==> src/rtl/alu_issue_ctrl_pkg.sv <==
// Shared types and constants for the ALU issue controller: FSM states,
// condition codes, status-flag bit positions and instruction field layout.
package alu_issue_ctrl_pkg;

    typedef enum logic [1:0] {
        ST_IDLE   = 2'd0,
        ST_DECODE = 2'd1,
        ST_EXEC   = 2'd2,
        ST_WB     = 2'd3
    } state_t;

    localparam logic [3:0] COND_EQ = 4'd0;
    localparam logic [3:0] COND_NE = 4'd1;
    localparam logic [3:0] COND_CS = 4'd2;
    localparam logic [3:0] COND_CC = 4'd3;
    localparam logic [3:0] COND_MI = 4'd4;
    localparam logic [3:0] COND_PL = 4'd5;
    localparam logic [3:0] COND_VS = 4'd6;
    localparam logic [3:0] COND_VC = 4'd7;
    localparam logic [3:0] COND_HI = 4'd8;
    localparam logic [3:0] COND_LS = 4'd9;
    localparam logic [3:0] COND_GE = 4'd10;
    localparam logic [3:0] COND_LT = 4'd11;
    localparam logic [3:0] COND_GT = 4'd12;
    localparam logic [3:0] COND_LE = 4'd13;
    localparam logic [3:0] COND_AL = 4'd14;
    localparam logic [3:0] COND_NV = 4'd15;

    // Status register bit positions, {N,Z,C,V}
    localparam int FLG_N = 3;
    localparam int FLG_Z = 2;
    localparam int FLG_C = 1;
    localparam int FLG_V = 0;

    // Instruction word field positions (LSB of each field)
    localparam int INSTR_COND_LSB = 28;
    localparam int INSTR_SR_LSB   = 25;
    localparam int INSTR_S_BIT    = 24;
    localparam int INSTR_OP_LSB   = 20;
    localparam int INSTR_RD_LSB   = 16;
    localparam int INSTR_RS1_LSB  = 12;
    localparam int INSTR_RS2_LSB  = 8;
    localparam int INSTR_IMM_LSB  = 0;

    // Highest encodings the ALU understands
    localparam logic [3:0] OP_CODE_MAX = 4'd5;
    localparam logic [2:0] SR_CTRL_MAX = 3'd3;

    // Condition evaluation against the {N,Z,C,V} status word
    function automatic logic cond_pass(input logic [3:0] cond, input logic [3:0] flg);
        logic n;
        logic z;
        logic c;
        logic v;
        logic pass;
        n = flg[FLG_N];
        z = flg[FLG_Z];
        c = flg[FLG_C];
        v = flg[FLG_V];
        case (cond)
            COND_EQ: pass = z;
            COND_NE: pass = !z;
            COND_CS: pass = c;
            COND_CC: pass = !c;
            COND_MI: pass = n;
            COND_PL: pass = !n;
            COND_VS: pass = v;
            COND_VC: pass = !v;
            COND_HI: pass = c && !z;
            COND_LS: pass = !c || z;
            COND_GE: pass = (n == v);
            COND_LT: pass = (n != v);
            COND_GT: pass = !z && (n == v);
            COND_LE: pass = z || (n != v);
            COND_AL: pass = 1'b1;
            default: pass = 1'b0;
        endcase
        return pass;
    endfunction

endpackage

==> src/rtl/alu_issue_ctrl_reg_file.sv <==
// 16-entry register file: two registered read ports (updated only when
// re is high, holding their value otherwise), one combinational debug
// port and a single write port. Synchronous reset clears every entry.
module reg_file_16x32 #(
    parameter int DATA_W = 32,
    parameter int NREG   = 16
) (
    input  logic                    clk,
    input  logic                    rst,
    input  logic                    re,
    input  logic [$clog2(NREG)-1:0] ra1,
    input  logic [$clog2(NREG)-1:0] ra2,
    output logic [DATA_W-1:0]       rd1,
    output logic [DATA_W-1:0]       rd2,
    input  logic [$clog2(NREG)-1:0] dbg_addr,
    output logic [DATA_W-1:0]       dbg_data,
    input  logic                    we,
    input  logic [$clog2(NREG)-1:0] wa,
    input  logic [DATA_W-1:0]       wd
);

    logic [DATA_W-1:0] mem_q [NREG];
    logic [DATA_W-1:0] mem_d [NREG];
    logic [DATA_W-1:0] rd1_q;
    logic [DATA_W-1:0] rd1_d;
    logic [DATA_W-1:0] rd2_q;
    logic [DATA_W-1:0] rd2_d;

    // Next array contents: single write port
    always_comb begin
        mem_d = mem_q;
        if (we) begin
            mem_d[wa] = wd;
        end
    end

    // Read ports capture the array only when enabled so operands stay stable
    always_comb begin
        rd1_d = rd1_q;
        rd2_d = rd2_q;
        if (re) begin
            rd1_d = mem_q[ra1];
            rd2_d = mem_q[ra2];
        end
    end

    // Storage and read-data registers
    always_ff @(posedge clk) begin
        if (rst) begin
            for (int i = 0; i < NREG; i++) begin
                mem_q[i] <= '0;
            end
            rd1_q <= '0;
            rd2_q <= '0;
        end else begin
            mem_q <= mem_d;
            rd1_q <= rd1_d;
            rd2_q <= rd2_d;
        end
    end

    assign rd1      = rd1_q;
    assign rd2      = rd2_q;
    assign dbg_data = mem_q[dbg_addr];

endmodule

==> src/rtl/alu_issue_ctrl.sv <==
// Issue controller for an external ALU: accepts one instruction at a time,
// reads operands, presents them with control fields to the ALU, and writes
// the result and optionally the status flags back under condition control.
//
// state  | meaning
// -------+-------------------------------------------------------------
// IDLE   | ready for a new instruction; register preloads accepted here
// DECODE | read operands, latch ALU controls, evaluate condition/legality
// EXEC   | ALU settle cycle, controls and operands held
// WB     | sample ALU result, commit if legal and condition passed, done
module alu_issue_ctrl
    import alu_issue_ctrl_pkg::*;
#(
    parameter int DATA_W = 32,
    parameter int NREG   = 16
) (
    input  logic                    clk,
    input  logic                    rst,
    input  logic                    instr_valid,
    input  logic [31:0]             instr,
    output logic                    instr_ready,
    input  logic                    load_en,
    input  logic [$clog2(NREG)-1:0] load_addr,
    input  logic [DATA_W-1:0]       load_data,
    input  logic [$clog2(NREG)-1:0] dbg_addr,
    output logic [DATA_W-1:0]       dbg_data,
    output logic [DATA_W-1:0]       alu_R1,
    output logic [DATA_W-1:0]       alu_R2,
    output logic [3:0]              alu_op_code,
    output logic [2:0]              alu_SR_Control,
    output logic [3:0]              alu_Cond,
    output logic                    alu_S,
    output logic [15:0]             alu_Imm,
    output logic [3:0]              alu_flags,
    input  logic [DATA_W:0]         alu_out,
    input  logic [3:0]              alu_FLG,
    output logic [3:0]              flags,
    output logic                    done,
    output logic                    illegal
);

    localparam int AW = $clog2(NREG);

    state_t      state_q, state_d;
    logic [31:0] instr_q, instr_d;
    logic        legal_q, legal_d;
    logic        pass_q, pass_d;
    logic [3:0]  cond_q, cond_d;
    logic [2:0]  sr_q, sr_d;
    logic        s_q, s_d;
    logic [3:0]  op_q, op_d;
    logic [15:0] imm_q, imm_d;
    logic [3:0]  flags_q, flags_d;

    logic            accept;
    logic            load_fire;
    logic            wb_commit;
    logic            rf_re;
    logic            rf_we;
    logic [AW-1:0]   rf_wa;
    logic [DATA_W-1:0] rf_wd;
    logic [AW-1:0]   rs1_idx;
    logic [AW-1:0]   rs2_idx;
    logic [AW-1:0]   rd_idx;
    logic            alu_carry_unused;

    assign instr_ready = (state_q == ST_IDLE);
    assign accept      = instr_valid && instr_ready;
    assign load_fire   = load_en && (state_q == ST_IDLE);
    assign rf_re       = (state_q == ST_DECODE);
    assign wb_commit   = (state_q == ST_WB) && legal_q && pass_q;

    assign rs1_idx = instr_q[INSTR_RS1_LSB +: AW];
    assign rs2_idx = instr_q[INSTR_RS2_LSB +: AW];
    assign rd_idx  = instr_q[INSTR_RD_LSB +: AW];

    // The ALU carry-out bit is reported through alu_FLG; the result keeps DATA_W bits
    assign alu_carry_unused = alu_out[DATA_W];

    // Write port is shared; load only happens in IDLE and write-back only in WB
    assign rf_we = load_fire || wb_commit;
    assign rf_wa = wb_commit ? rd_idx : load_addr;
    assign rf_wd = wb_commit ? alu_out[DATA_W-1:0] : load_data;

    // Next-state, instruction capture, decode-time latching and flag update
    always_comb begin
        state_d = state_q;
        instr_d = instr_q;
        legal_d = legal_q;
        pass_d  = pass_q;
        cond_d  = cond_q;
        sr_d    = sr_q;
        s_d     = s_q;
        op_d    = op_q;
        imm_d   = imm_q;
        flags_d = flags_q;
        case (state_q)
            ST_IDLE: begin
                if (accept) begin
                    instr_d = instr;
                    state_d = ST_DECODE;
                end
            end
            ST_DECODE: begin
                cond_d  = instr_q[INSTR_COND_LSB +: 4];
                sr_d    = instr_q[INSTR_SR_LSB +: 3];
                s_d     = instr_q[INSTR_S_BIT];
                op_d    = instr_q[INSTR_OP_LSB +: 4];
                imm_d   = instr_q[INSTR_IMM_LSB +: 16];
                legal_d = (instr_q[INSTR_OP_LSB +: 4] <= OP_CODE_MAX) &&
                          (instr_q[INSTR_SR_LSB +: 3] <= SR_CTRL_MAX);
                pass_d  = cond_pass(instr_q[INSTR_COND_LSB +: 4], flags_q);
                state_d = ST_EXEC;
            end
            ST_EXEC: begin
                state_d = ST_WB;
            end
            ST_WB: begin
                if (wb_commit && s_q) begin
                    flags_d = alu_FLG;
                end
                state_d = ST_IDLE;
            end
            default: begin
                state_d = ST_IDLE;
            end
        endcase
    end

    // Controller state; reset aborts any in-flight instruction
    always_ff @(posedge clk) begin
        if (rst) begin
            state_q <= ST_IDLE;
            instr_q <= '0;
            legal_q <= 1'b0;
            pass_q  <= 1'b0;
            cond_q  <= '0;
            sr_q    <= '0;
            s_q     <= 1'b0;
            op_q    <= '0;
            imm_q   <= '0;
            flags_q <= '0;
        end else begin
            state_q <= state_d;
            instr_q <= instr_d;
            legal_q <= legal_d;
            pass_q  <= pass_d;
            cond_q  <= cond_d;
            sr_q    <= sr_d;
            s_q     <= s_d;
            op_q    <= op_d;
            imm_q   <= imm_d;
            flags_q <= flags_d;
        end
    end

    reg_file_16x32 #(
        .DATA_W (DATA_W),
        .NREG   (NREG)
    ) u_reg_file (
        .clk      (clk),
        .rst      (rst),
        .re       (rf_re),
        .ra1      (rs1_idx),
        .ra2      (rs2_idx),
        .rd1      (alu_R1),
        .rd2      (alu_R2),
        .dbg_addr (dbg_addr),
        .dbg_data (dbg_data),
        .we       (rf_we),
        .wa       (rf_wa),
        .wd       (rf_wd)
    );

    assign alu_op_code    = op_q;
    assign alu_SR_Control = sr_q;
    assign alu_Cond       = cond_q;
    assign alu_S          = s_q;
    assign alu_Imm        = imm_q;
    assign alu_flags      = flags_q;
    assign flags          = flags_q;
    assign done           = (state_q == ST_WB);
    assign illegal        = (state_q == ST_WB) && !legal_q;

endmodule
==> config.mk <==
export PLATFORM = sky130hd
export DESIGN_NAME = alu_issue_ctrl
export DESIGN_NICKNAME = d
export VERILOG_FILES = /design/src/rtl/alu_issue_ctrl_pkg.sv /design/src/rtl/alu_issue_ctrl_reg_file.sv /design/src/rtl/alu_issue_ctrl.sv
export SDC_FILE = /design/constraint.sdc
export NUM_CORES = 2
export LEC_CHECK = 0
export ABC_AREA = 1
export CAP_MARGIN = 20
export CORE_MARGIN = 3
export CORE_UTILIZATION = 55
export CTS_BUF_LIST = sky130_fd_sc_hd__clkbuf_8
export CTS_CLUSTER_SIZE = 14
export DETAILED_ROUTE_END_ITERATION = 16
export PLACE_DENSITY_LB_ADDON = 0.2
export REMOVE_ABC_BUFFERS = 1
export SLEW_MARGIN = 20
export SYNTH_ARGS = -nofsm -noshare
export SYNTH_HDL_FRONTEND = slang
export SYNTH_HIERARCHICAL = 1
export SYNTH_SLANG_ARGS = --single-unit
==> constraint.sdc <==
create_clock -name clk -period 3.6 [get_ports clk]
set_input_delay 1.08 -clock clk [delete_from_list [all_inputs] [get_ports clk]]
set_output_delay 1.08 -clock clk [all_outputs]
set_load 0.02 [all_outputs]
==> results by group <==
Route
  – Drt pass-1 iters: 8
  – Iter 0 DRT Violations: approximately 7000
  – Vias post-DR: between 40000 and 50000
  – Routed WL: roughly 160000 um
  – DRC errors left: 0
  – Wire per inst: approximately 21 um
  – Vias per cell: 6.21
  – ANT nets after route: 0

Critical path
  – Path type of the worst setup path: in2out
  – Critical-path cell list: buf_12 -> clkinv_8 -> buf_12 -> clkbuf_16 -> o21ai_0 -> o221ai_1 -> nand3_1 -> nand2_1 -> clkdlybuf4s15_2
  – Register-to-Register Path Depth: 11
  – CP max FO: 17
  – Most frequent CP cell: buf_12
  – Largest delay contributor family on the critical path: buffers and inverters
  – Critical Path End Type: primary output
  – Buffer and inverter count on the worst path: 5
  – R2R setup slack: 0.36 ns
  – Worst EP arrival: ~2.5 ns
  – FF-to-FF End: u_reg_file/mem_q[284]
  – Reg2reg start: state_q[0]
  – Worst path slowest cell: clkdlybuf4s15_2
  – CP peak stage delay: 0.28 ns
  – Worst Path Required: 2.52 ns
  – Startpoint Class: input port

Placement
  – Placement Setup Slack: -0.368 ns
  – Hpwl dp: 85900 um
  – PortBufs: 246
  – Number of instances in the placed design: 7061
  – Routability cong.: 0.885

Run
  – Max-cap violations: 0

Cells and area
  – Commonest non-fill, non-tap cells in the layout: nand2_1, nand3_1, dfxtp_1
  – Area growth from synthesis to layout: 16.6%
  – Final Util: 0.651
  – Final net count: 6426
  – # fillers: between 6000 and 7000
  – Most common cell after layout, fill and taps aside: nand2_1
  – Non-Filler Instances: 7262
  – Share of layout cells above drive strength 1: 0.0774

Worst hold path
  – Worst hold stages: 2
  – Hold Path Class: reg2reg
  – Endpoint, Worst Hold: alu_SR_Control[1]
  – Hold_sp: instr_q[26]

Pwr
  – PwrDens: 518 mW/mm2
  – Pwr Total: 22.8 mW
  – Leak: 16.5 nW
  – Maximum vdd drop: 445 uV

Floorplan
  – Num rows: 95
  – Io pins: between 200 and 250
  – Die Footprint: 0.0718 mm2
  – Die H: between 200 and 300 um
  – Die Width: around 270 um
  – Core footprint: just under 0.07 mm2
  – Starting Density: 0.558

Synthesis
  – Post-Syn Area: 0.0377 mm2
  – Yosys warnings: 6
  – Syn Inst Count: 6309
  – Avg Inst Size Synth: 5.98 um2
  – #FFs+latches synth: around 640
  – Post-synthesis sequential area ratio: 0.342
  – Library cells used by synthesis: 26

GRT
  – Antenna violations before repair: 1
  – First-pass GRT wire length: between 200000 and 250000 um
  – GRT Total Usage: 0.412
  – Total grt overflow: 0
  – Vias in the first global route: 40600
  – Pin count of the biggest net entering global routing: about 180

Clocking
  – CTS buffer count: 110
  – CTS Root Buffer Type: clkbuf_8
  – Clock slew at reported path FFs: 0.06 ns
  – CTS tree: done
  – Clock Latency Late Sink: 0.76 ns
  – Clk sinks: ~640
  – CTS Buffer Depth: 3
  – H-Tree Depth: 3

Timing
  – Worst setup skew after layout: 0.0253 ns
  – Finish-stage setup viols: 0
  – Normalized max-slew margin: 0.163
  – Achievable Freq: around 280 MHz
  – Tcrit/Tclk final: 0.999
  – WHS: 0.456 ns
  – Unrepaired setup endpoints after global routing: false
  – Post-route setup slack: a little over 0.004 ns
  – Crit path time final: 3.60 ns
  – Final Hold Fails: 0
  – Worst slew pin tran: 1.25 ns
  – Max-slew violation count: 0

Outcome
  – Outcome: complete, no violations
-- report_power, final --
part / internal [mW] / total (mW) / switching, mW
Clock: 3.62 / 6.83 / 3.21
Combinational: 2.48 / 7.80 / 5.32
Sequential: 7.71 / 8.16 / 0.453
-- layer usage --
| metal | up-vias | global-route usage | wire (um) | part of all wire |
|---|---|---|---|---|
| li1 | 20600 | - | - | - |
| met4 | 0 | 0.247 | 11000 | 0.070 |
| met3 | 855 | 0.119 | 23500 | 0.15 |
| met2 | 3523 | 0.624 | 64500 | 0.41 |
| met5 | - | 0 | 0 | 0 |
| met1 | 20100 | 0.523 | 56500 | 0.36 |
-- stage by stage --
step / TNS, ns / instance area (um2)
6_report: 0 / 44000
5_1_grt: 0 / 44000
4_1_cts: -0.00783 / 43800
3_5_place_dp: -8.89 / 41600
3_3_place_gp: -8.82 / 41600
2_1_floorplan: -956.56 / 35300
-- sequential cells by signal (all words and copies together) (netlist names), 4 cells and up --
| register | count |
|---|---|
| alu_Imm | 16 |
| u_reg_file/rd2 | 32 |
| alu_flags | 4 |
| u_reg_file/rd1 | 32 |
| u_reg_file/mem_q | 512 |
| instr_q | 32 |
| alu_op_code | 4 |
| alu_Cond | 4 |
-- final cells by class --
type / count / area [um2] / area share
Sequential cell: 644 / 12900 / 0.294
Multi-Input combinational cell: 4831 / 21600 / 0.492
Tap cell: 873 / 1090 / 0.0248
Antenna cell: 5 / 12.5 / 0.000284
Clock buffer: 136 / 1870 / 0.0425
Clock inverter: 51 / 348 / 0.00790
Timing Repair Buffer: 476 / 5170 / 0.117
Inverter: 246 / 961 / 0.0218
-- worst reg2reg max path: cells and delay by family (launching register included) --
family | cells | cell delay [ns]
AO/OA/AOI/OAI | 1 | 0.23
adder cells (fa/ha/maj) | 1 | 0.26
buffers and inverters | 3 | 1.56
flip-flops | 1 | 0.36
AND/OR/NAND/NOR | 6 | 0.75
-- what timing repair did --
| action | 4_1_cts | 5_1_grt |
|---|---|---|
| gates cloned | 0 | 7 |
| setup buffers | 0 | 2 |
| hold buffers | 0 | 0 |
| endpoints found under the setup margin | 30 | 32 |
| resized for setup | 82 | 28 |
| pin swaps | 0 | 5 |
-- cells by family after synthesis --
| family | Yosys count | share of synthesized area |
|---|---|---|
| buffers and inverters | 834 | 0.0883 |
| flip-flops | 644 | 0.342 |
| AND/OR/NAND/NOR | 3825 | 0.414 |
| AO/OA/AOI/OAI | 1002 | 0.154 |
| adder cells (fa/ha/maj) | 4 | 0.00133 |
-- Yosys cell counts --
master,count,area share
nand2_1,2423,0.24
nand3_1,943,0.13
dfxtp_1,644,0.34
a21oi_1,493,0.065
nor2_1,422,0.042
clkbuf_1,395,0.039
inv_1,220,0.022
o21ai_0,195,0.026
a211oi_1,146,0.029
o211ai_1,144,0.029
buf_2,131,0.017
buf_1,54,0.0054
nand4_1,28,0.0046
inv_2,24,0.0024
o221ai_1,21,0.0049
buf_4,6,0.0012
ha_1,4,0.0013
nor2_4,3,0.00089
a21oi_2,2,0.00046
buf_6,2,0.00060
clkinv_1,2,0.00020
nand2_2,2,0.00033
nor2_2,2,0.00033
a22oi_1,1,0.00020
nand3b_1,1,0.00020
nor3_1,1,0.00013
-- how the worst max path moves through the flow --
stage           startpoint                 to  slack [ns]  depth (start not counted)
2_1_floorplan  instr_q[12]  u_reg_file/rd1[0]       -8.24                          9
3_3_place_gp   dbg_addr[0]        dbg_data[4]       -0.36                         10
3_5_place_dp   dbg_addr[0]       dbg_data[18]       -0.37                          9
4_1_cts        dbg_addr[0]        dbg_data[8]      -0.005                          8
5_1_grt        dbg_addr[0]        dbg_data[3]       0.007                         12
6_report       dbg_addr[0]       dbg_data[27]       0.004                          9
No activity file was read; power rests on OpenSTA's default activity.
